`src/rtl/fp32_pkg.sv`:
```
`default_nettype none
// ============================================================================
// Module   : fp32_pkg
// Purpose  : Shared FP32 field widths, constants and divider state encodings.
// Revision : 1.0 - initial release
// ============================================================================
package fp32_pkg;

  localparam int FP32_W      = 32;
  localparam int FP32_EXP_W  = 8;
  localparam int FP32_FRAC_W = 23;
  localparam int FP32_MANT_W = 24;
  localparam int EXP_BIAS    = 127;

  localparam logic [31:0] FP32_QNAN    = 32'h7FC0_0000;
  localparam logic [31:0] FP32_POS_INF = 32'h7F80_0000;
  localparam logic [31:0] FP32_ZERO    = 32'h0000_0000;

  typedef enum logic [1:0] {
    IDLE = 2'd0,
    DIV  = 2'd1,
    NORM = 2'd2,
    DONE = 2'd3
  } div_state_t;

  // Result override decided at operand capture, applied in NORM.
  typedef enum logic [1:0] {
    SPC_NONE = 2'd0,
    SPC_ZERO = 2'd1,
    SPC_INF  = 2'd2,
    SPC_NAN  = 2'd3
  } div_special_t;

endpackage
`default_nettype wire

```
`src/rtl/fp_div_mant_step.sv`:
```
`default_nettype none
// ============================================================================
// Module   : fp_div_mant_step
// Purpose  : One combinational radix-2 restoring division step.
// Revision : 1.0 - initial release
// ============================================================================
module fp_div_mant_step (
  input  logic [25:0] i_rem,
  input  logic [23:0] i_div,
  output logic [25:0] o_rem_next,
  output logic        o_q_bit
);

  logic [24:0] w_diff;

  assign o_q_bit = (i_rem >= {2'b00, i_div});
  // The partial remainder stays below 2*div, so 25 bits hold the difference.
  assign w_diff     = i_rem[24:0] - {1'b0, i_div};
  assign o_rem_next = o_q_bit ? {w_diff, 1'b0} : {i_rem[24:0], 1'b0};

endmodule
`default_nettype wire

```
`src/rtl/fp32_div_seq.sv`:
```
`default_nettype none
// ============================================================================
// Module   : fp32_div_seq
// Purpose  : Sequential truncating FP32 divider, one quotient bit per cycle.
//            Define FP32_DIV_SPECIAL_EN for full NaN/inf/saturation handling.
// Revision : 1.0 - initial release
// ============================================================================
module fp32_div_seq #(
  parameter int EXP_BIAS = fp32_pkg::EXP_BIAS,
  parameter int QBITS    = 25
) (
  input  logic        Clk,
  input  logic        Reset_n,
  input  logic [31:0] InA,
  input  logic [31:0] InB,
  input  logic        In_Valid,
  output logic        In_Ready,
  output logic [31:0] Out,
  output logic        Out_Valid,
  input  logic        Out_Ready
);
  import fp32_pkg::*;

  div_state_t          r_state;
  div_special_t        r_special;
  logic                r_sign;
  logic signed [9:0]   r_exp;
  logic [25:0]         r_rem;
  logic [23:0]         r_div;
  logic [QBITS-1:0]    r_q;
  logic [4:0]          r_cnt;
  logic [31:0]         r_out;
  logic                r_out_valid;

  logic [7:0]          w_a_exp;
  logic [7:0]          w_b_exp;
  logic                w_a_zero;
  logic                w_b_zero;
  logic signed [9:0]   w_exp_cap;
  div_special_t        w_special_cap;
  logic [25:0]         w_rem_next;
  logic                w_q_bit;
  logic signed [9:0]   w_exp_norm;
  logic [22:0]         w_frac;
  logic [31:0]         w_result;

  assign w_a_exp  = InA[30:23];
  assign w_b_exp  = InB[30:23];
  assign w_a_zero = (w_a_exp == 8'h00);
  assign w_b_zero = (w_b_exp == 8'h00);

  assign w_exp_cap = $signed({2'b00, w_a_exp}) - $signed({2'b00, w_b_exp})
                   + $signed(10'(EXP_BIAS));

`ifdef FP32_DIV_SPECIAL_EN
  logic w_a_max;
  logic w_b_max;
  logic w_a_nan;
  logic w_b_nan;
  logic w_a_inf;
  logic w_b_inf;

  assign w_a_max = (w_a_exp == 8'hFF);
  assign w_b_max = (w_b_exp == 8'hFF);
  assign w_a_nan = w_a_max && (InA[22:0] != 23'd0);
  assign w_b_nan = w_b_max && (InB[22:0] != 23'd0);
  assign w_a_inf = w_a_max && (InA[22:0] == 23'd0);
  assign w_b_inf = w_b_max && (InB[22:0] == 23'd0);

  always_comb begin
    w_special_cap = SPC_NONE;
    if (w_a_nan || w_b_nan || (w_a_zero && w_b_zero) || (w_a_inf && w_b_inf))
      w_special_cap = SPC_NAN;
    else if (w_a_inf)
      w_special_cap = SPC_INF;
    else if (w_b_inf)
      w_special_cap = SPC_ZERO;
    else if (w_a_zero)
      w_special_cap = SPC_ZERO;
    else if (w_b_zero)
      w_special_cap = SPC_INF;
  end
`else
  always_comb begin
    w_special_cap = SPC_NONE;
    if (w_a_zero)
      w_special_cap = SPC_ZERO;
    else if (w_b_zero)
      w_special_cap = SPC_INF;
  end
`endif

  fp_div_mant_step u_step (
    .i_rem      (r_rem),
    .i_div      (r_div),
    .o_rem_next (w_rem_next),
    .o_q_bit    (w_q_bit)
  );

  // Q[24] is the integer bit; a ratio below 1.0 needs one left shift.
  assign w_exp_norm = r_q[24] ? r_exp : (r_exp - 10'sd1);
  assign w_frac     = r_q[24] ? r_q[23:1] : r_q[22:0];

`ifdef FP32_DIV_SPECIAL_EN
  always_comb begin
    w_result = {r_sign, w_exp_norm[7:0], w_frac};
    case (r_special)
      SPC_ZERO: w_result = {r_sign, FP32_ZERO[30:0]};
      SPC_INF:  w_result = {r_sign, FP32_POS_INF[30:0]};
      SPC_NAN:  w_result = FP32_QNAN;
      default: begin
        if (w_exp_norm >= 10'sd255)
          w_result = {r_sign, FP32_POS_INF[30:0]};
        else if (w_exp_norm <= 10'sd0)
          w_result = {r_sign, FP32_ZERO[30:0]};
      end
    endcase
  end
`else
  logic w_exp_hi_unused;
  assign w_exp_hi_unused = ^w_exp_norm[9:8];

  // Exponent over/underflow wraps: only the low 8 bits reach the result.
  always_comb begin
    w_result = {r_sign, w_exp_norm[7:0], w_frac};
    case (r_special)
      SPC_ZERO: w_result = {r_sign, FP32_ZERO[30:0]};
      SPC_INF:  w_result = {r_sign, FP32_POS_INF[30:0]};
      SPC_NAN:  w_result = FP32_QNAN;
      default:  w_result = {r_sign, w_exp_norm[7:0], w_frac};
    endcase
  end
`endif

  always_ff @(posedge Clk or negedge Reset_n) begin
    if (!Reset_n) begin
      r_state     <= IDLE;
      r_special   <= SPC_NONE;
      r_sign      <= 1'b0;
      r_exp       <= '0;
      r_rem       <= '0;
      r_div       <= '0;
      r_q         <= '0;
      r_cnt       <= '0;
      r_out       <= '0;
      r_out_valid <= 1'b0;
    end else begin
      case (r_state)
        IDLE: begin
          if (In_Valid) begin
            r_sign    <= InA[31] ^ InB[31];
            r_exp     <= w_exp_cap;
            r_special <= w_special_cap;
            r_rem     <= {2'b01, InA[22:0]};
            r_div     <= {1'b1, InB[22:0]};
            r_q       <= '0;
            r_cnt     <= '0;
            r_state   <= DIV;
          end
        end
        DIV: begin
          // Iterations run while cnt < QBITS; the cycle that sees cnt == QBITS hands off.
          if (r_cnt == 5'(QBITS)) begin
            r_state <= NORM;
          end else begin
            r_rem <= w_rem_next;
            r_q   <= {r_q[QBITS-2:0], w_q_bit};
            r_cnt <= r_cnt + 5'd1;
          end
        end
        NORM: begin
          r_out       <= w_result;
          r_out_valid <= 1'b1;
          r_state     <= DONE;
        end
        DONE: begin
          if (Out_Ready) begin
            r_out_valid <= 1'b0;
            r_state     <= IDLE;
          end
        end
        default: r_state <= IDLE;
      endcase
    end
  end

  assign In_Ready  = (r_state == IDLE);
  assign Out       = r_out;
  assign Out_Valid = r_out_valid;

endmodule
`default_nettype wire

```
`config.mk`:
```
export PLATFORM = sky130hd
export DESIGN_NAME = fp32_div_seq
export DESIGN_NICKNAME = d
export VERILOG_FILES = /design/src/rtl/fp32_pkg.sv /design/src/rtl/fp_div_mant_step.sv /design/src/rtl/fp32_div_seq.sv
export SDC_FILE = /design/constraint.sdc
export NUM_CORES = 1
export LEC_CHECK = 0
export ABC_AREA = 1
export ABC_CLOCK_PERIOD_IN_PS = 2100
export BUFFER_PORTS_ARGS = -buffer_cell sky130_fd_sc_hd__buf_2
export CAP_MARGIN = 20
export CORE_MARGIN = 2
export CORE_UTILIZATION = 53
export CTS_CLUSTER_DIAMETER = 30
export DETAILED_ROUTE_END_ITERATION = 12
export GPL_ROUTABILITY_DRIVEN = 0
export PLACE_DENSITY = 0.75
export SYNTH_ARGS = -nofsm -noshare
export SYNTH_HDL_FRONTEND = slang
export SYNTH_SLANG_ARGS = --single-unit
```
`constraint.sdc`:
```
create_clock -name Clk -period 2.1 [get_ports Clk]
set_input_delay 0 -clock Clk [delete_from_list [all_inputs] [get_ports Clk]]
set_output_delay 0 -clock Clk [all_outputs]
set_load 0.02 [all_outputs]
```
-- Word-level counts from Yosys, hierarchy flattened
Index checks and enable logic that the tools add are counted.
- input bits: 68
- logic and storage cells: 58
- output and inout bits: 34
- register bits after elaboration: 126
- reductions and logical operators: 9
- mux-type cells: 21
- eq/ne operators: 11
- add/sub/neg operators: 5
- bitwise gates (word level): 1
- $lt $le $gt $ge: 1
- operators with widths (kind ; count):
    32-bit case mux with 3 select lines ; 1
    26-bit two-way mux ; 3
    26-bit case mux with 2 select lines ; 1
    25-bit two-way mux ; 2
    25-bit case mux with 2 select lines ; 1
    26-bit by 24-bit >= comparator with 1-bit output ; 1
    25-bit by 24-bit subtractor with 25-bit output ; 1
    23-bit two-way mux ; 1
    8-bit zero test ; 2
    2-bit two-way mux ; 5
    5-bit two-way mux ; 2
    5-bit case mux with 2 select lines ; 1
    8-bit adder, second input constant ; 1
    2-bit equality test, second input constant ; 4
    8-bit two-way mux ; 1
    2-bit inequality test, second input constant ; 4
    2-bit case mux with 4 select lines ; 1
    8-bit by 2-bit subtractor with 8-bit output, second input constant ; 1
    8-bit subtractor ; 1
    3-bit AND reduction ; 2
    5-bit by 1-bit adder with 5-bit output, second input constant ; 1
    5-bit equality test, second input constant ; 1
    2-bit by 1-bit equality test with 1-bit output, second input constant ; 2
    2-bit AND reduction ; 2
    other kinds (5) ; 6

-- Longest topological paths before layout
- word-level depth: 4
- gate-level depth with buffers: 16
- mapped depth without buffers: 16

-- By module
A second synthesis with hierarchy kept.
- cells, all modules: 1271
- area, all modules: 8443.1 µm²
- by module, submodules not included (module ; area an instance (µm²) ; cells each ; sequential area each (µm²) ; times used):
    fp32_div_seq ; 6050.8 ; 767 ; 3153.0 ; 1
    fp_div_mant_step ; 2392.3 ; 504 ; 0.0 ; 1

-- Least setup slack after synthesis
OpenSTA, ideal clock, no wires.
- path kind: register to register
- from: reg r_rem[0]
- to: reg r_rem[6]
- arrival time: 1865 ps
- path slack: 110 ps
- cell stages (with the launch flop): 13
- clock period less this slack: 1990 ps
- setup time: 125 ps
- path buffers: 2
- data required time: 1975 ps
- path through: dfrtp_1 -> inv_1 -> ha_1 -> inv_1 -> fa_1 -> nand3_1 -> nand3_2 -> nand2_2 -> nand3_2 -> buf_6 -> buf_12 -> nor2_2 -> o21ai_2
- longest elaborated chain between the ends: 4
- elaborated cells on any way between the ends: 5
- those cells by class: add/sub (1); order compare (1); mux (3)
- RTL lines (element ; line ; text):
    start: declaration ; fp32_div_seq.sv:28 ; logic [25:0] r_rem;
    start signal: assignment ; fp32_div_seq.sv:154 ; r_rem <= {2'b01, InA[22:0]};
    start signal: assignment ; fp32_div_seq.sv:166 ; r_rem <= w_rem_next;
    25-bit by 24-bit subtractor with 25-bit output or 26-bit by 24-bit >= comparator with 1-bit output (tied branches) ; fp_div_mant_step.sv:18, fp_div_mant_step.sv:16 ;
    26-bit two-way mux * ; fp_div_mant_step.sv:19 ; assign o_rem_next = o_q_bit ? {w_diff, 1'b0} : {i_rem[24:0], 1'b0};
    26-bit two-way mux * ; fp32_div_seq.sv:163 ; if (r_cnt == 5'(QBITS)) begin
    26-bit case mux with 2 select lines * ; fp32_div_seq.sv:148 ; case (r_state)
Mark *: on every way between the ends. The rest lies on a longest branch, timed or not. The select of a mux whose other input is x is not followed.
A chain may end at the register's enable or synchronous reset.

-- Final worst setup path
- from: reg r_rem[10]
- to: reg r_rem[14]
The elaborated chain is that of the path after synthesis.

==> out/qor.yml <==
status:
  status: "complete, no violations"
worst_hold_path:
  hp-class: "in -> reg"
  hold_end: "r_special[1]"
  hold_path_depth: 5
  worstHoldStart: "InA[26]"
critical_path:
  worstRegToRegCells: 15
  cp_max_fo: 3
  crit_family: "simple AND/OR/NAND/NOR gates"
  cpPeakStageDelay_ns: 0.41
  arrival_ns: 2.34
  cp_num_buf_inv: 3
  critPathRequiredTime_ns: 2.41
  worstSetupPathType: "reg -> reg"
  crit_path_frequent_cell: "nand2_1"
  crit_slowest_cell: "dfrtp_1"
  rrSetupSlack_ns: 0.07
  r2r-start: "r_rem[10]"
  r2r_end: "r_rem[14]"
  startpoint_type: "flop"
  cp-end-kind: "flop"
  worstPathCellList: "ha_1 -> buf_4 -> nand2_1 -> inv_1 -> nand2_2 -> nor2_1 -> buf_4 -> nor2_1 -> nand2_1 -> nand2_1 -> nand2_1 -> nand2_1 -> nand2_1 -> nand2_1 -> nand2_1"
synthesis:
  synth_area_leaders: "dfrtp_1 40%, nand2_1 15%, inv_1 7.3%, ha_1 7.1%, o21ai_0 5.8%"
  synth_area_um2: 7789
  synth_seq_cells: 126
  synth_enable_flop_cells: 0
  ys_seq_area_share_pct: 40.48
  syn_avg_cell_area_um2: 7.439
  yosys.area.top_type_share_pct: 40.48
  synth_ff_type: "dfrtp_1"
  synth_commonest_cells: "318 x nand2_1, 152 x inv_1, 126 x dfrtp_1, 90 x o21ai_0, 50 x nor2_1"
  yosysWarnings: 0
  synthArstFlopShare_pct: 100.0
  synth_cell_type_count: 43
  netlist_instances: 1047
  yosysMostFrequentCell: "nand2_1"
  synth_fp_nets: 1161
  synth_area_leader_cell: "dfrtp_1"
place:
  dp_cells: 1341
  dp_hpwl_mm: 13.99
  portBuffers: 101
  place_area_um2: 8743
clocking:
  h-tree-depth: 4
  clk_pin_slew_ns: 0.06
  insertion_delay_ns: 0.43
  cts_tree: "done"
  cts_root_buf: "clkbuf_16"
  cts-buffers-inserted: 17
  cts_buffer_depth: 2
  cts_num_sinks: 126
sta:
  slew_headroom_pct: 58.85
  worstMarginPinSlew_ns: 0.6157
  fin_tns_setup_ns: 0
  fmax_ghz: 0.4922
  rsz0062_at_grt: "yes"
  fin_crit_sh_pct: 96.75
  min_period_ns: 2.032
  hold_viol_final: 0
  fin_worst_skew_ns: 0.01129
  setup_viol: 0
  slew_viol_final: 0
final_layout:
  area_delta_synth_final_pct: 31.00
  layout.cells.non_filler: 1431
  n_antenna_cell: 0
  fin_util_pct: 70.74
  nets: 1349
  final_area_um2: 10200
  drive_gt1_share_pct: 20.77
detailed_routing:
  met1_length_mm: 9.131
  highest_layer: "met4"
  drt-vias-per-instance: 5.270
  drt_iter0_markers: 442
  wl_per_cell_um: 14.12
  route.met2.wl_mm: 9.779
  route.detailed.drc: 0
  firstDrtPassIters: 8
  vias: 7542
  wl_mm: 20.21
  wl_met3_um: 961
  ant_nets: 0
floorplanning:
  design.core.area_um2: 14420
  io_pins: 102
  die_h_um: 125.2
  num_rows: 44
  initial_core_util_pct: 54.00
  fp.dieW_um: 125.2
  die_area_um2: 15680
grt:
  grt_usage_pct: 25.57
  antenna_found_initial: 0
  grt_pass1_vias: 7065
  overflow: 0
  grt_pass1_wl_mm: 32.91
  grt_max_degree: 56
power_and_ir_drop:
  finalPower_mw: 18.73
  peakVddDrop_uv: 890.6
  p_per_area_nw_per_um2: 1836
  p_leak_nw: 5.182
run:
  cap_violations: 0
[placed cells by master (no fill, tap or decap), types with 3 or more instances in the layout]
| cell | count |
|---|---|
| nand2_1 | 311 |
| inv_1 | 149 |
| dfrtp_1 | 122 |
| buf_2 | 100 |
| o21ai_0 | 87 |
| dlygate4sd3_1 | 54 |
| buf_4 | 46 |
| nor2_1 | 44 |
| nand3_1 | 36 |
| a21oi_1 | 32 |
| o22ai_1 | 28 |
| ha_1 | 26 |
| nand4_1 | 24 |
| a22oi_1 | 22 |
| clkbuf_16 | 17 |
| ha_4 | 16 |
| nand2_2 | 13 |
| xor2_1 | 12 |
| nor2_2 | 11 |
| nand3_2 | 10 |
| nor3_1 | 8 |
| xnor2_1 | 6 |
| inv_2 | 5 |
| o21bai_1 | 5 |
| nor4_1 | 4 |
| clkinvlp_4 | 4 |
| clkinv_4 | 4 |
| buf_12 | 4 |
| dfrtp_2 | 4 |
| a21oi_2 | 3 |
| nor2_4 | 3 |
| o21ai_1 | 3 |
| clkinv_2 | 3 |
[metal layers]
metal  GRT usage, %  vias up
li1               -     3763
met1          34.85     3548
met2          41.78      197
met3          5.306       34
met4          6.993        0
met5              0        -
[where the power goes]
group          switching, mW  leakage (nW)  total [mW]  internal [mW]
clock network           1.13         0.274        2.87           1.74
registers              0.723          1.61        4.30           3.57
logic                   7.00          3.30        11.6           4.56
total                   8.86          5.18        18.7           9.87
[tightest hold or removal path: cells and delay by family]
family	cells	cell delay, ns
simple gates	3	0.19
compound gates	1	0.11
buf+inv	1	0.09
[worst max-delay path by stage]
stage	start	endpoint	slack, ns	cells past startpoint
final	r_rem[10]	r_rem[14]	0.07	15
after global placement	r_rem[6]	r_rem[13]	0.03	13
after floorplan	r_rem[0]	r_rem[6]	0.11	12
after global routing	r_rem[0]	r_rem[21]	-0.05	13
after CTS	r_rem[6]	r_rem[17]	0.02	11
after detailed placement	r_rem[17]	r_rem[4]	-0.002	11
[through the flow]
| stage | hold WS [ns] | worst slack [ns] |
|---|---|---|
| floorplan | -0.2956 | 0.1099 |
| global placement | 0.03385 | 0.02598 |
| detailed placement | 0.03995 | -0.001575 |
| CTS | 0.01257 | 0.01996 |
| global route | 0.05818 | -0.04861 |
| finish | 0.01489 | 0.06824 |
[kinds of logic after synthesis]
kind of cell / Yosys count / synth area share, %
xor+xnor: 18 / 2.024
simple gates: 476 / 26.22
mux: 1 / 0.1285
compound gates: 189 / 13.91
buf+inv: 191 / 9.655
fa+ha+maj: 46 / 7.582
flops: 126 / 40.48
[cell type report]
| type | instances | area, µm² |
|---|---|---|
| inverter | 156 | 589.3 |
| sequential | 126 | 3158 |
| timing repair buffer | 204 | 1466 |
| clock buffer | 18 | 429.2 |
| fill | 1139 | 4220 |
| clock inverter | 13 | 143.9 |
| tap | 184 | 230.2 |
| multi-input combinational | 730 | 4187 |
[registers in the layout (all words and copies together), names as in the netlist]
signal / cells
r_div: 24
r_sign: 1
r_cnt: 5
r_q: 25
r_exp: 8
Out: 32
r_state: 2
r_special: 2
Out_Valid: 1
r_rem: 26
[repair_timing]
action                                 in CTS  in global routing
gates resized for setup                     3                 52
pin swaps                                   0                  8
setup endpoints to repair                   6                 53
setup buffers                               0                  5
endpoints found under the hold margin      94                  0
hold buffers                               54                  0
(Power assumes the default switching activity.)
